**config.mk**
```make
export PLATFORM = sky130hd
export DESIGN_NAME = clock_set_controller
export DESIGN_NICKNAME = d
export VERILOG_FILES = /design/src/rtl/clock_pkg.sv /design/src/rtl/btn_event.sv /design/src/rtl/clock_set_controller.sv
export SDC_FILE = /design/constraint.sdc
export NUM_CORES = 1
export LEC_CHECK = 0
export CAP_MARGIN = 25
export CELL_PAD_IN_SITES_DETAIL_PLACEMENT = 0
export CELL_PAD_IN_SITES_GLOBAL_PLACEMENT = 1
export CORE_MARGIN = 1
export CORE_UTILIZATION = 35
export DETAILED_ROUTE_END_ITERATION = 8
export PLACE_DENSITY_LB_ADDON = 0.1
export SYNTH_ARGS = -nofsm -noshare
export SYNTH_HDL_FRONTEND = slang
export SYNTH_SLANG_ARGS = --single-unit
export TNS_END_PERCENT = 1
```
**constraint.sdc**
```tcl
create_clock -name clk -period 2.6 [get_ports clk]
set_clock_uncertainty 0.2 [all_clocks]
set_input_delay 0.39 -clock clk [delete_from_list [all_inputs] [get_ports clk]]
set_output_delay 0.39 -clock clk [all_outputs]
set_load 0.01 [all_outputs]
```
**src/rtl/clock_pkg.sv**
```systemverilog
// clock_pkg: shared state encoding, BCD limits and BCD increment helpers for the clock set controller
package clock_pkg;
  typedef enum logic [1:0] {
    RUN     = 2'd0,
    SET_HR  = 2'd1,
    SET_MIN = 2'd2,
    COMMIT  = 2'd3
  } state_t;
  localparam logic [3:0] HR_MAX_TENS      = 4'd2;
  localparam logic [3:0] HR_MAX_ONES_AT_2 = 4'd3;
  localparam logic [3:0] MIN_MAX_TENS     = 4'd5;
  localparam logic [3:0] BCD_MAX          = 4'd9;
  function automatic logic [7:0] hr_inc(input logic [7:0] h);
    return (h[7:4] == HR_MAX_TENS && h[3:0] == HR_MAX_ONES_AT_2) ? 8'h00 :
           (h[3:0] == BCD_MAX) ? {h[7:4] + 4'd1, 4'd0} : {h[7:4], h[3:0] + 4'd1};
  endfunction
  function automatic logic [7:0] min_inc(input logic [7:0] m);
    return (m[3:0] != BCD_MAX) ? {m[7:4], m[3:0] + 4'd1} :
           (m[7:4] == MIN_MAX_TENS) ? 8'h00 : {m[7:4] + 4'd1, 4'd0};
  endfunction
endpackage

```
**src/rtl/btn_event.sv**
```systemverilog
// btn_event: rising-edge detect with optional hold-to-repeat for a clean button level
module btn_event #(
  parameter bit REPEAT_EN  = 1'b0,
  parameter int REPEAT_DLY = 8
) (
  input  logic clk,
  input  logic rst,
  input  logic btn,
  output logic ev
);
  localparam int CW = REPEAT_DLY > 1 ? $clog2(REPEAT_DLY) : 1;
  logic          prev;
  logic          armed;
  logic [CW-1:0] cnt;
  assign ev = btn & armed & (~prev | (REPEAT_EN & (cnt == CW'(REPEAT_DLY - 1))));
  // button history; armed stays low until the button is seen released, so a press held through reset is ignored
  always_ff @(posedge clk or negedge rst)
    if (!rst) begin
      prev  <= 1'b0;
      armed <= 1'b0;
      cnt   <= '0;
    end else begin
      prev  <= btn;
      armed <= armed | ~btn;
      cnt   <= (!btn || cnt == CW'(REPEAT_DLY - 1)) ? '0 : cnt + 1'b1;
    end
endmodule

```
**src/rtl/clock_set_controller.sv**
```systemverilog
// clock_set_controller: 1 s tick generation and button-driven hour/minute set sequencing for the clock counter
module clock_set_controller
  import clock_pkg::*;
#(
  parameter int TICK_DIV   = 10,
  parameter int BLINK_DIV  = 5,
  parameter int REPEAT_DLY = 8
) (
  input  logic       clk,
  input  logic       rst,
  input  logic       btn_mode,
  input  logic       btn_inc,
  input  logic [3:0] cur_hr_tens,
  input  logic [3:0] cur_hr_ones,
  input  logic [3:0] cur_min_tens,
  input  logic [3:0] cur_min_ones,
  output logic       tick_en,
  output logic       load,
  output logic [3:0] ld_hr_tens,
  output logic [3:0] ld_hr_ones,
  output logic [3:0] ld_min_tens,
  output logic [3:0] ld_min_ones,
  output logic       blank_hr,
  output logic       blank_min,
  output logic [1:0] mode
);
  localparam int PW = TICK_DIV > 1 ? $clog2(TICK_DIV) : 1;
  localparam int BW = BLINK_DIV > 1 ? $clog2(BLINK_DIV) : 1;
  state_t        state, state_n;
  logic          mev, iev;
  logic [PW-1:0] presc, presc_n;
  logic [BW-1:0] bcnt, bcnt_n;
  logic          phase, phase_n;
  logic [7:0]    sh_hr, sh_hr_n, sh_min, sh_min_n;
  logic          set_n, bclr, bwrap;
  btn_event #(.REPEAT_EN(1'b0), .REPEAT_DLY(REPEAT_DLY)) u_mode (
    .clk(clk), .rst(rst), .btn(btn_mode), .ev(mev)
  );
  btn_event #(.REPEAT_EN(1'b1), .REPEAT_DLY(REPEAT_DLY)) u_inc (
    .clk(clk), .rst(rst), .btn(btn_inc), .ev(iev)
  );
  assign mode = state;
  // next state, shadow edits, prescaler and blink timing; a mode event always beats a same-cycle inc
  always_comb begin
    state_n  = state;
    sh_hr_n  = sh_hr;
    sh_min_n = sh_min;
    case (state)
      RUN: if (mev) begin
        state_n  = SET_HR;
        sh_hr_n  = {cur_hr_tens, cur_hr_ones};
        sh_min_n = {cur_min_tens, cur_min_ones};
      end
      SET_HR:  if (mev) state_n = SET_MIN; else if (iev) sh_hr_n = hr_inc(sh_hr);
      SET_MIN: if (mev) state_n = COMMIT; else if (iev) sh_min_n = min_inc(sh_min);
      default: state_n = RUN;
    endcase
    presc_n = (state_n != RUN || presc == PW'(TICK_DIV - 1)) ? '0 : presc + 1'b1;
    set_n   = state_n == SET_HR || state_n == SET_MIN;
    bclr    = !set_n || state_n != state || iev;
    bwrap   = bcnt == BW'(BLINK_DIV - 1);
    bcnt_n  = (bclr || bwrap) ? '0 : bcnt + 1'b1;
    phase_n = bclr ? 1'b0 : phase ^ bwrap;
  end
  // state and registered outputs; ld_* only change on the commit cycle
  always_ff @(posedge clk or negedge rst)
    if (!rst) begin
      state     <= RUN;
      presc     <= '0;
      bcnt      <= '0;
      phase     <= 1'b0;
      sh_hr     <= '0;
      sh_min    <= '0;
      tick_en   <= 1'b0;
      load      <= 1'b0;
      blank_hr  <= 1'b0;
      blank_min <= 1'b0;
      {ld_hr_tens, ld_hr_ones, ld_min_tens, ld_min_ones} <= '0;
    end else begin
      state     <= state_n;
      presc     <= presc_n;
      bcnt      <= bcnt_n;
      phase     <= phase_n;
      sh_hr     <= sh_hr_n;
      sh_min    <= sh_min_n;
      tick_en   <= state == RUN && state_n == RUN && presc == PW'(TICK_DIV - 1);
      load      <= state_n == COMMIT;
      blank_hr  <= state_n == SET_HR && phase_n;
      blank_min <= state_n == SET_MIN && phase_n;
      if (state_n == COMMIT) {ld_hr_tens, ld_hr_ones, ld_min_tens, ld_min_ones} <= {sh_hr_n, sh_min_n};
    end
endmodule

```
==> results.cfg, run 1 <==
[synth]
yosys.cell_count.top_type = dfrtp_1
synth_ff_type = dfrtp_1
synthTopCellsByCount = dfrtp_1, nor2_1, nand2_1
synthesis.nets = 317
netlist_area_um2 = 2840
synth_area_leaders = dfrtp_1, ha_1, nor2_1, mux2_2, a21oi_1
ys_async_sr_fraction_pct = 100
yosysUniqueCellTypes = 54
avgSynthCellArea_um2 = 10.2
syn_inst = 279
ys_ff_latch = 53
ys_seq_area_share_pct = 46.7
yosysTopAreaCellShare_pct = 46.7
synth_top_area_cell = dfrtp_1
synth_warnings = 0
synth-edff-count = 0

[critical_path]
max_stage_delay_ns = 0.39
crit_arrival_ns = 2.39
slowest_stage = dfrtp_1
crit_type = flop to flop
start_kind = flop
crit_chain = ha_1 > ha_1 > nor2b_1 > nor3_4 > buf_4 > a32o_1 > a311o_1 > mux2_2
critPathMostFrequentCell = ha_1
end_kind = flop
required_ns = 2.60
critPathMaxFanout = 8

[timing]
timing.hold.ws_ns = 0.247
fin_crit_ns = 2.40
rsz0062_at_grt = no
final.setup.worst_slack_ns = 0.203
hold_viol = 0
fin_crit_sh_pct = 92.2
fin_tns_setup_ns = 0
setup_viol = 0
drv_slew = 0
slew_headroom_pct = 71.0
max_clock_freq_ghz = 0.417
tightestPinTransition_ns = 0.432

[outcome]
status = finished clean

[floorplan]
io_pins = 42
dieArea_um2 = 8490
rows = 32
coreArea_um2 = 7810
die-width_um = 92.1
initial_core_util_pct = 36.4
die_h_um = 92.1

[final_layout]
multi_input_area_um2 = 1420
regArea_um2 = 1330
diodes = 0
final_layout_size_suffix_gt1_share_pct = 14.6
final_cells = 452
final.fill_count = 762
nets = 388
areaGrowthSynthToFinish_pct = 30.5

[clock_tree]
clock-sinks = 53
cts_tree = done
post-cts-setup-buffers = 0
cts.clk_slew.worst_paths_ns = 0.09
insertion_delay_ns = 0.31
hold_buffers = 1
cts_made_buffers = 5
cts_buffer_depth = 2
cts_resized = 0
root_buffer = clkbuf_8
htreeDepth = 2

[place]
hpwlAfterDp_um = 5280
dp.cells = 444
place_ws_ns = -0.107
gp_congestion = 0.792
port_buffers = 41

[power_and_ir_drop]
pwr-share-clk_pct = 15.1
power.leakage_uw = 0.00163
max-vdd-ir-drop_v = 0.000465
internal-power_uw = 2250
pwr-share-seq_pct = 39.0
power_density_nw_per_um2 = 975
comb_power_share_pct = 45.8
finalPower_uw = 3620
swShare_pct = 37.9
power_switching_uw = 1370

[drt]
antenna_left = 0
wl_per_cell_um = 15.5
drtIter0Drc = 125
first_pass_iters = 4
vias_per_cell = 5.21
drcViolationCount = 0
routed_wl_um = 7000
num_vias = 2355

[global_routing]
antenna_found_initial = 0
grt_first_pass_wirelength_um = 11700
overflow = 0
grt_max_degree = 29
grt.total_usage_pct = 17.8
grt_pass1_vias = 2330

[flow_run]
cap_violations = 0

[worst_hold_path]
hold_class = flop to flop
## path summary, 6_finish.rpt
kind	start	slack (ns)	cells after the start	to
setup / recovery	u_inc.cnt[0]	0.20	8	ld_hr_ones[3]
hold / removal	u_inc.cnt[0]	0.25	1	u_inc.cnt[0]
setup reg to reg	u_inc.cnt[0]	0.20	8	ld_hr_ones[3]
hold reg to reg	u_inc.cnt[0]	0.25	1	u_inc.cnt[0]
max in group asynchronous	rst	1.41	3	sh_min[4]
min in group asynchronous	rst	0.28	2	u_inc.cnt[2]
## through the flow
step                util, %  instance area [µm²]
finish                 47.5                 3710
global route           47.5                 3710
CTS                    47.5                 3710
detailed placement     46.1                 3600
global placement       46.1                 3600
floorplan                 -                 2840
## power by group through the flow
stage	combinational (µW)	sequential [µW]	clock, µW
final	1660	1410	548
after global routing	1850	1470	596
after CTS	1670	1410	566
after detailed placement	1660	1430	0
after global placement	1650	1420	0
after floorplan	918	1410	0
## registers in the layout, indices dropped and copies added (netlist names)
| signal | cells |
|---|---|
| bcnt | 3 |
| blank_hr | 1 |
| u_mode.prev | 1 |
| u_inc.armed | 1 |
| ld_hr_ones | 4 |
| ld_min_ones | 4 |
| presc | 4 |
| mode | 2 |
| sh_hr | 8 |
| blank_min | 1 |
| phase | 1 |
| sh_min | 8 |
| ld_min_tens | 4 |
| tick_en | 1 |
| u_inc.prev | 1 |
| u_mode.armed | 1 |
| load | 1 |
| u_inc.cnt | 3 |
| ld_hr_tens | 4 |
## worst max-delay path, delay by kind of cell (launching register included)
| family | cells | cell delay [ns] |
|---|---|---|
| simple gates | 2 | 0.33 |
| buf+inv | 1 | 0.18 |
| compound gates | 2 | 0.49 |
| fa+ha+maj | 2 | 0.44 |
| mux | 1 | 0.26 |
| flops | 1 | 0.39 |
## per-layer routing
metal	global-route usage [%]	part of all wire (%)
met5	0	0
met3	2.82	3.5
met1	24.3	49
met2	29.2	46
met4	5.08	1.2
## cells in the final DEF (no fill, tap or decap), types with 5 or more instances in the layout
cell             count
inv_1               14
nor3_1               6
nor2b_1              9
clkbuf_8             5
nand2b_1             5
ha_1                18
buf_4               30
nand3_1              6
dfrtp_1             53
clkdlybuf4s50_1     40
mux2_2               7
a22oi_1              6
a31oi_1              9
nor2_1              27
o21ai_0              6
a21oi_1             15
nand2_1             20
## cell type report
| class | count | area share [%] |
|---|---|---|
| timing repair buffer | 74 | 18.3 |
| multi-input combinational | 201 | 38.1 |
| sequential | 53 | 35.8 |
| inverter | 15 | 1.52 |
| clock buffer | 5 | 1.85 |
| clock inverter | 2 | 0.944 |
| tap | 102 | 3.44 |
## logic make-up after synthesis
family,Yosys count,share of synthesized area [%]
adders and majority gates,18,7.92
xor gates and xnor gates,3,0.924
and+or+nand+nor,107,21.5
buffers and inverters,25,3.57
DFF,53,46.7
muxes,11,4.40
AOI/OAI and AO/OA,62,15.0
(Power assumes the default switching activity.)
==> inputs of run 2 (changes only) <==
Settings changed: ABC_AREA set to 1.
==> run 2 against run 1 <==
  * Sequential power is 3% lower
  * Area after synthesis fell by 1.2%
  * Sequential share of layout area rose by 2.0 points
  * Die area down 1.2%
  * Cell area is 5.4% lower
  * Routed wire length is 3.1% lower
  * Utilization is 2.1 points lower
  * First-iteration DRC count increased by 20%
  * Clock power up 8.8%
  * Critical path depth unchanged
  * Largest cell class is now sequential cells
  * Largest power group unchanged
==> results.cfg, run 2 <==
[outcome]
status = finished clean

[synth]
avgSynthCellArea_um2 = 8.14
synthesis.nets = 383
ys_seq_area_share_pct = 47.2
netlist_area_um2 = 2810
synth_top_area_cell = dfrtp_1
synthSimpleGateAreaFrac_pct = 29.0
synth_warnings = 0
synth_area_leaders = dfrtp_1, nand2_1, ha_1, inv_1, nor2_1
ys_async_sr_fraction_pct = 100
yosys.area_share.adder_pct = 8.02
synth-edff-count = 0
synth_ff_type = dfrtp_1
ys_ff_latch = 53
yosysUniqueCellTypes = 29
syn_inst = 345
synth_top_family_by_area = simple AND/OR/NAND/NOR gates
synth_mux_area_share_pct = 0
synthTopCellsByCount = nand2_1, dfrtp_1, inv_1
yosys.cell_count.top_type = nand2_1
synthXorXnorAreaFrac_pct = 1.25
yosysTopAreaCellShare_pct = 47.2
synth_compound_area_share_pct = 7.53

[global_routing]
grt_pass1_vias = 2268
grt.total_usage_pct = 18.0
overflow = 0
antenna_found_initial = 0
grt_first_pass_wirelength_um = 11700
grt_max_degree = 54

[worst_hold_path]
hold_class = primary input to async pin

[clock_tree]
hold_buffers = 0
cts.clk_slew.worst_paths_ns = 0.10
cts_made_buffers = 5
clock-sinks = 53
root_buffer = clkbuf_8
cts_buffer_depth = 2
post-cts-setup-buffers = 0
cts_resized = 0
cts_tree = done
insertion_delay_ns = 0.31
htreeDepth = 2

[drt]
routed_wl_um = 6780
wl_per_cell_um = 13.5
antenna_left = 0
num_vias = 2355
drtIter0Drc = 150
first_pass_iters = 4
vias_per_cell = 4.70
drcViolationCount = 0

[timing]
rsz0062_at_grt = no
tightestPinTransition_ns = 0.681
fin_tns_setup_ns = 0
drv_slew = 0
hold_viol = 0
timing.hold.ws_ns = 0.00141
final.setup.worst_slack_ns = 0.471
fin_crit_sh_pct = 81.9
setup_viol = 0
max_clock_freq_ghz = 0.470
slew_headroom_pct = 54.6
fin_crit_ns = 2.13

[final_layout]
layout_common_cells = nand2_1, dfrtp_1, clkdlybuf4s50_1
regArea_um2 = 1330
diodes = 0
multi_input_area_um2 = 1290
final_layout_size_suffix_gt1_share_pct = 9.52
nets = 436
areaGrowthSynthToFinish_pct = 24.9
final_common_cell = nand2_1
final_util_pct = 45.4
final.fill_count = 798
top_regs = sh_hr (8), sh_min (8)

[floorplan]
io_pins = 42
die_h_um = 91.6
dieArea_um2 = 8390
die-width_um = 91.6
initial_core_util_pct = 36.4
rows = 32
coreArea_um2 = 7730

[power_and_ir_drop]
power_density_nw_per_um2 = 969
max-vdd-ir-drop_v = 0.000407
power.leakage_uw = 0.00175

[critical_path]
rrSetupSlack_ns = 0.48
critPathMaxFanout = 15
critPathLaunch = btn_mode
worstReg2RegEnd = blank_hr
end_kind = flop
crit_arrival_ns = 2.12
start_kind = primary input
crit_type = primary input to flop
worst_r2r_path_depth = 10
endpoint = ld_hr_tens[2]
reg2reg_from = mode[0]
required_ns = 2.59

[place]
port_buffers = 41
place_ws_ns = 0.141
gp_congestion = 0.839
hpwlAfterDp_um = 4980

[flow_run]
cap_violations = 0
==> run 2: per-layer routing <==
metal	share of wire, %	vias to the layer above	global-route usage, %
met5	0	-	0
met4	1.1	0	5.56
met3	3.8	6	2.51
met2	44	41	27.8
met1	51	1101	26.0
li1	-	1207	-
==> run 2: worst min path at each step <==
stage | from | to | slack, ns | cells past startpoint
6_report | rst | u_mode.armed | 0.001 | 2
5_1_grt | rst | bcnt[2] | 0.06 | 2
4_1_cts | rst | u_inc.armed | 0.03 | 2
3_5_place_dp | u_inc.cnt[0] | u_inc.cnt[0] | 0.23 | 1
3_3_place_gp | u_inc.cnt[0] | u_inc.cnt[0] | 0.23 | 1
2_1_floorplan | rst | bcnt[0] | -0.11 | 0
==> run 2: power breakdown <==
group | internal [µW] | leakage [µW] | total (µW) | switching (µW)
registers | 1100 | 0.000669 | 1370 | 263
clock network | 313 | 0.0000574 | 596 | 283
logic | 635 | 0.00102 | 1440 | 805
==> run 2: cell type report <==
type                       instances  area share (%)
tap                              102            3.64
timing repair buffer              51            13.7
clock buffer                       6            2.35
inverter                          45            4.81
clock inverter                     2            1.07
sequential                        53            37.8
multi-input combinational        242            36.6
==> run 2: cell families (layout without fill, tap and decap cells) <==
group	Yosys count	in the layout
buffers and inverters	50	104
AO/OA/AOI/OAI	32	32
XOR/XNOR	4	4
adder cells (fa/ha/maj)	18	18
AND/OR/NAND/NOR	188	188
flip-flops	53	53
==> run 2: per-stage QoR <==
stage | instances | total power (µW) | area (µm²)
floorplan | 345 | 2210 | 2810
global placement | 493 | 2830 | 3390
detailed placement | 493 | 2840 | 3390
CTS | 501 | 3460 | 3510
global route | 501 | 3710 | 3510
finish | 501 | 3400 | 3510
==> run 2: worst max-delay path, stage by stage <==
cell             delay (ns)
clkdlybuf4s50_1        0.54
nand3_2                0.23
nand2_1                0.18
nand2_1                0.13
ha_1                   0.27
buf_4                  0.21
nor2_1                 0.13
a31oi_1                0.05
==> inputs of run 3 (changes only) <==
Clock period 2.6 ns to 2.2 ns, I/O delays scaled along.
==> run 3 against run 2 <==
  * Count of clock-buffer cells in the layout shrank 1
  * Sequential share of layout area shrank 1.7 points
  * Clock power grew 3.4%
  * First-iteration DRC count shrank 24%
  * Via count grew 2.6%
  * Critical path type unchanged
  * Critical endpoint is now bcnt[2]
  * Largest power group unchanged
==> results.cfg, run 3 (synthesized netlist as in run 2, its figures left out) <==
[critical_path]
crit_chain = clkdlybuf4s50_1 > nand2_1 > nor2_2 > nand2_1 > nand2_1 > inv_1 > ha_1 > o2111ai_1 > inv_1 > nand2_1 > nor2_1
slowest_stage = clkdlybuf4s50_1
max_stage_delay_ns = 0.52
critPathMostFrequentCell = nand2_1
required_ns = 2.21
crit_arrival_ns = 2.00
crit_type = primary input to flop
start_kind = primary input
crit_family = buffers and inverters
cp.buffers_inverters = 3
end_kind = flop
critPathMaxFanout = 4

[timing]
fin_crit_sh_pct = 90.5
fin_crit_ns = 1.99
rsz0062_at_grt = no
max_clock_freq_ghz = 0.503
fin_tns_setup_ns = 0
tightestPinTransition_ns = 0.503
slew_headroom_pct = 66.1
final.setup.worst_slack_ns = 0.210
hold_viol = 0
setup_viol = 0
drv_slew = 0
timing.hold.ws_ns = 0.241

[global_routing]
overflow = 0
grt_first_pass_wirelength_um = 11700
grt.total_usage_pct = 18.1
grt_pass1_vias = 2449
antenna_found_initial = 0
grt_max_degree = 36

[clock_tree]
cts_tree = done
cts.clk_slew.worst_paths_ns = 0.10
htreeDepth = 2
clock-sinks = 53
insertion_delay_ns = 0.32
root_buffer = clkbuf_8
cts_made_buffers = 5
cts_buffer_depth = 2

[drt]
drcViolationCount = 0
vias_per_cell = 4.64
routed_wl_um = 6880
drtIter0Drc = 114
antenna_left = 0
wl_per_cell_um = 13.2
first_pass_iters = 4
num_vias = 2417

[floorplan]
die-width_um = 91.6
dieArea_um2 = 8390
rows = 32
die_h_um = 91.6
io_pins = 42
coreArea_um2 = 7730
initial_core_util_pct = 36.4

[place]
gp_congestion = 0.814
port_buffers = 41
hpwlAfterDp_um = 5260
place_ws_ns = -0.138

[final_layout]
layout_common_cells = nand2_1, dfrtp_1, clkdlybuf4s50_1
final_common_cell = nand2_1
areaGrowthSynthToFinish_pct = 31.0
top_regs = sh_hr (8), sh_min (8)
final_layout_size_suffix_gt1_share_pct = 13.8
final.fill_count = 807
diodes = 0
nets = 456

[power_and_ir_drop]
max-vdd-ir-drop_v = 0.000577
power.leakage_uw = 0.00184
power_density_nw_per_um2 = 1100

[flow_run]
cap_violations = 0

[worst_hold_path]
hold_class = flop to flop

[outcome]
status = finished clean
## run 3: cell count changes in the layout (fill, tap and decap cells not counted), sizes merged
cell / previous run / this run
buf: 11 / 30
bufinv: 1 / 0
clkbuf: 6 / 5
clkinv: 1 / 2
clkinvlp: 1 / 0
dlygate4sd3: 0 / 1
inv: 44 / 46
## run 3: cell type report
class / count / area, µm² / area share (%)
Clock buffer: 5 / 68.8 / 1.87
Clock inverter: 3 / 28.8 / 0.782
Inverter: 45 / 169 / 4.59
Multi-Input combinational cell: 242 / 1290 / 35.0
Sequential cell: 53 / 1330 / 36.0
Tap cell: 102 / 128 / 3.47
Timing Repair Buffer: 71 / 671 / 18.2
## run 3: path summary, 6_finish.rpt
kind                                    from  slack [ns]  depth (start not counted)              to
worst max-delay path                btn_mode        0.21                         11         bcnt[2]
worst min-delay path            u_inc.cnt[0]        0.24                          1    u_inc.cnt[0]
worst max register to register     sh_min[1]        0.24                         11  ld_min_tens[2]
worst min register to register  u_inc.cnt[0]        0.24                          1    u_inc.cnt[0]
max in group asynchronous                rst        0.95                          3       sh_min[7]
min in group asynchronous                rst        0.30                          2       sh_min[3]
## run 3: where the power goes
| group | switching, µW | leakage, µW | total [µW] | internal (µW) |
|---|---|---|---|---|
| Sequential | 306 | 0.000669 | 1610 | 1300 |
| Clock | 377 | 0.0000506 | 616 | 239 |
| Combinational | 990 | 0.00112 | 1840 | 848 |
| Total | 1670 | 0.00184 | 4060 | 2390 |
## run 3: per-layer routing
metal  share of wire [%]  global-route usage (%)  up-vias
met5                   0                       0        -
met4                0.76                    6.35        0
met3                 2.8                    2.93        2
met2                  47                    28.7       36
met1                  49                    25.1     1134
li1                    -                       -     1245
## run 3: per-stage QoR
| stage | util [%] | instance area [µm²] | power, µW | std cells |
|---|---|---|---|---|
| final | 47.6 | 3680 | 4060 | 521 |
| after global routing | 47.6 | 3680 | 4430 | 521 |
| after floorplan | - | 2810 | 2610 | 345 |
| after detailed placement | 46.2 | 3570 | 3490 | 512 |
| after global placement | 46.2 | 3570 | 3470 | 512 |
| after CTS | 47.6 | 3680 | 4110 | 521 |
## run 3: repair_timing
action,CTS,global route
endpoints found under the hold margin,18,0
setup endpoints to repair,0,1
resized for setup,0,1
buffers inserted,0,0
hold buffers,1,0
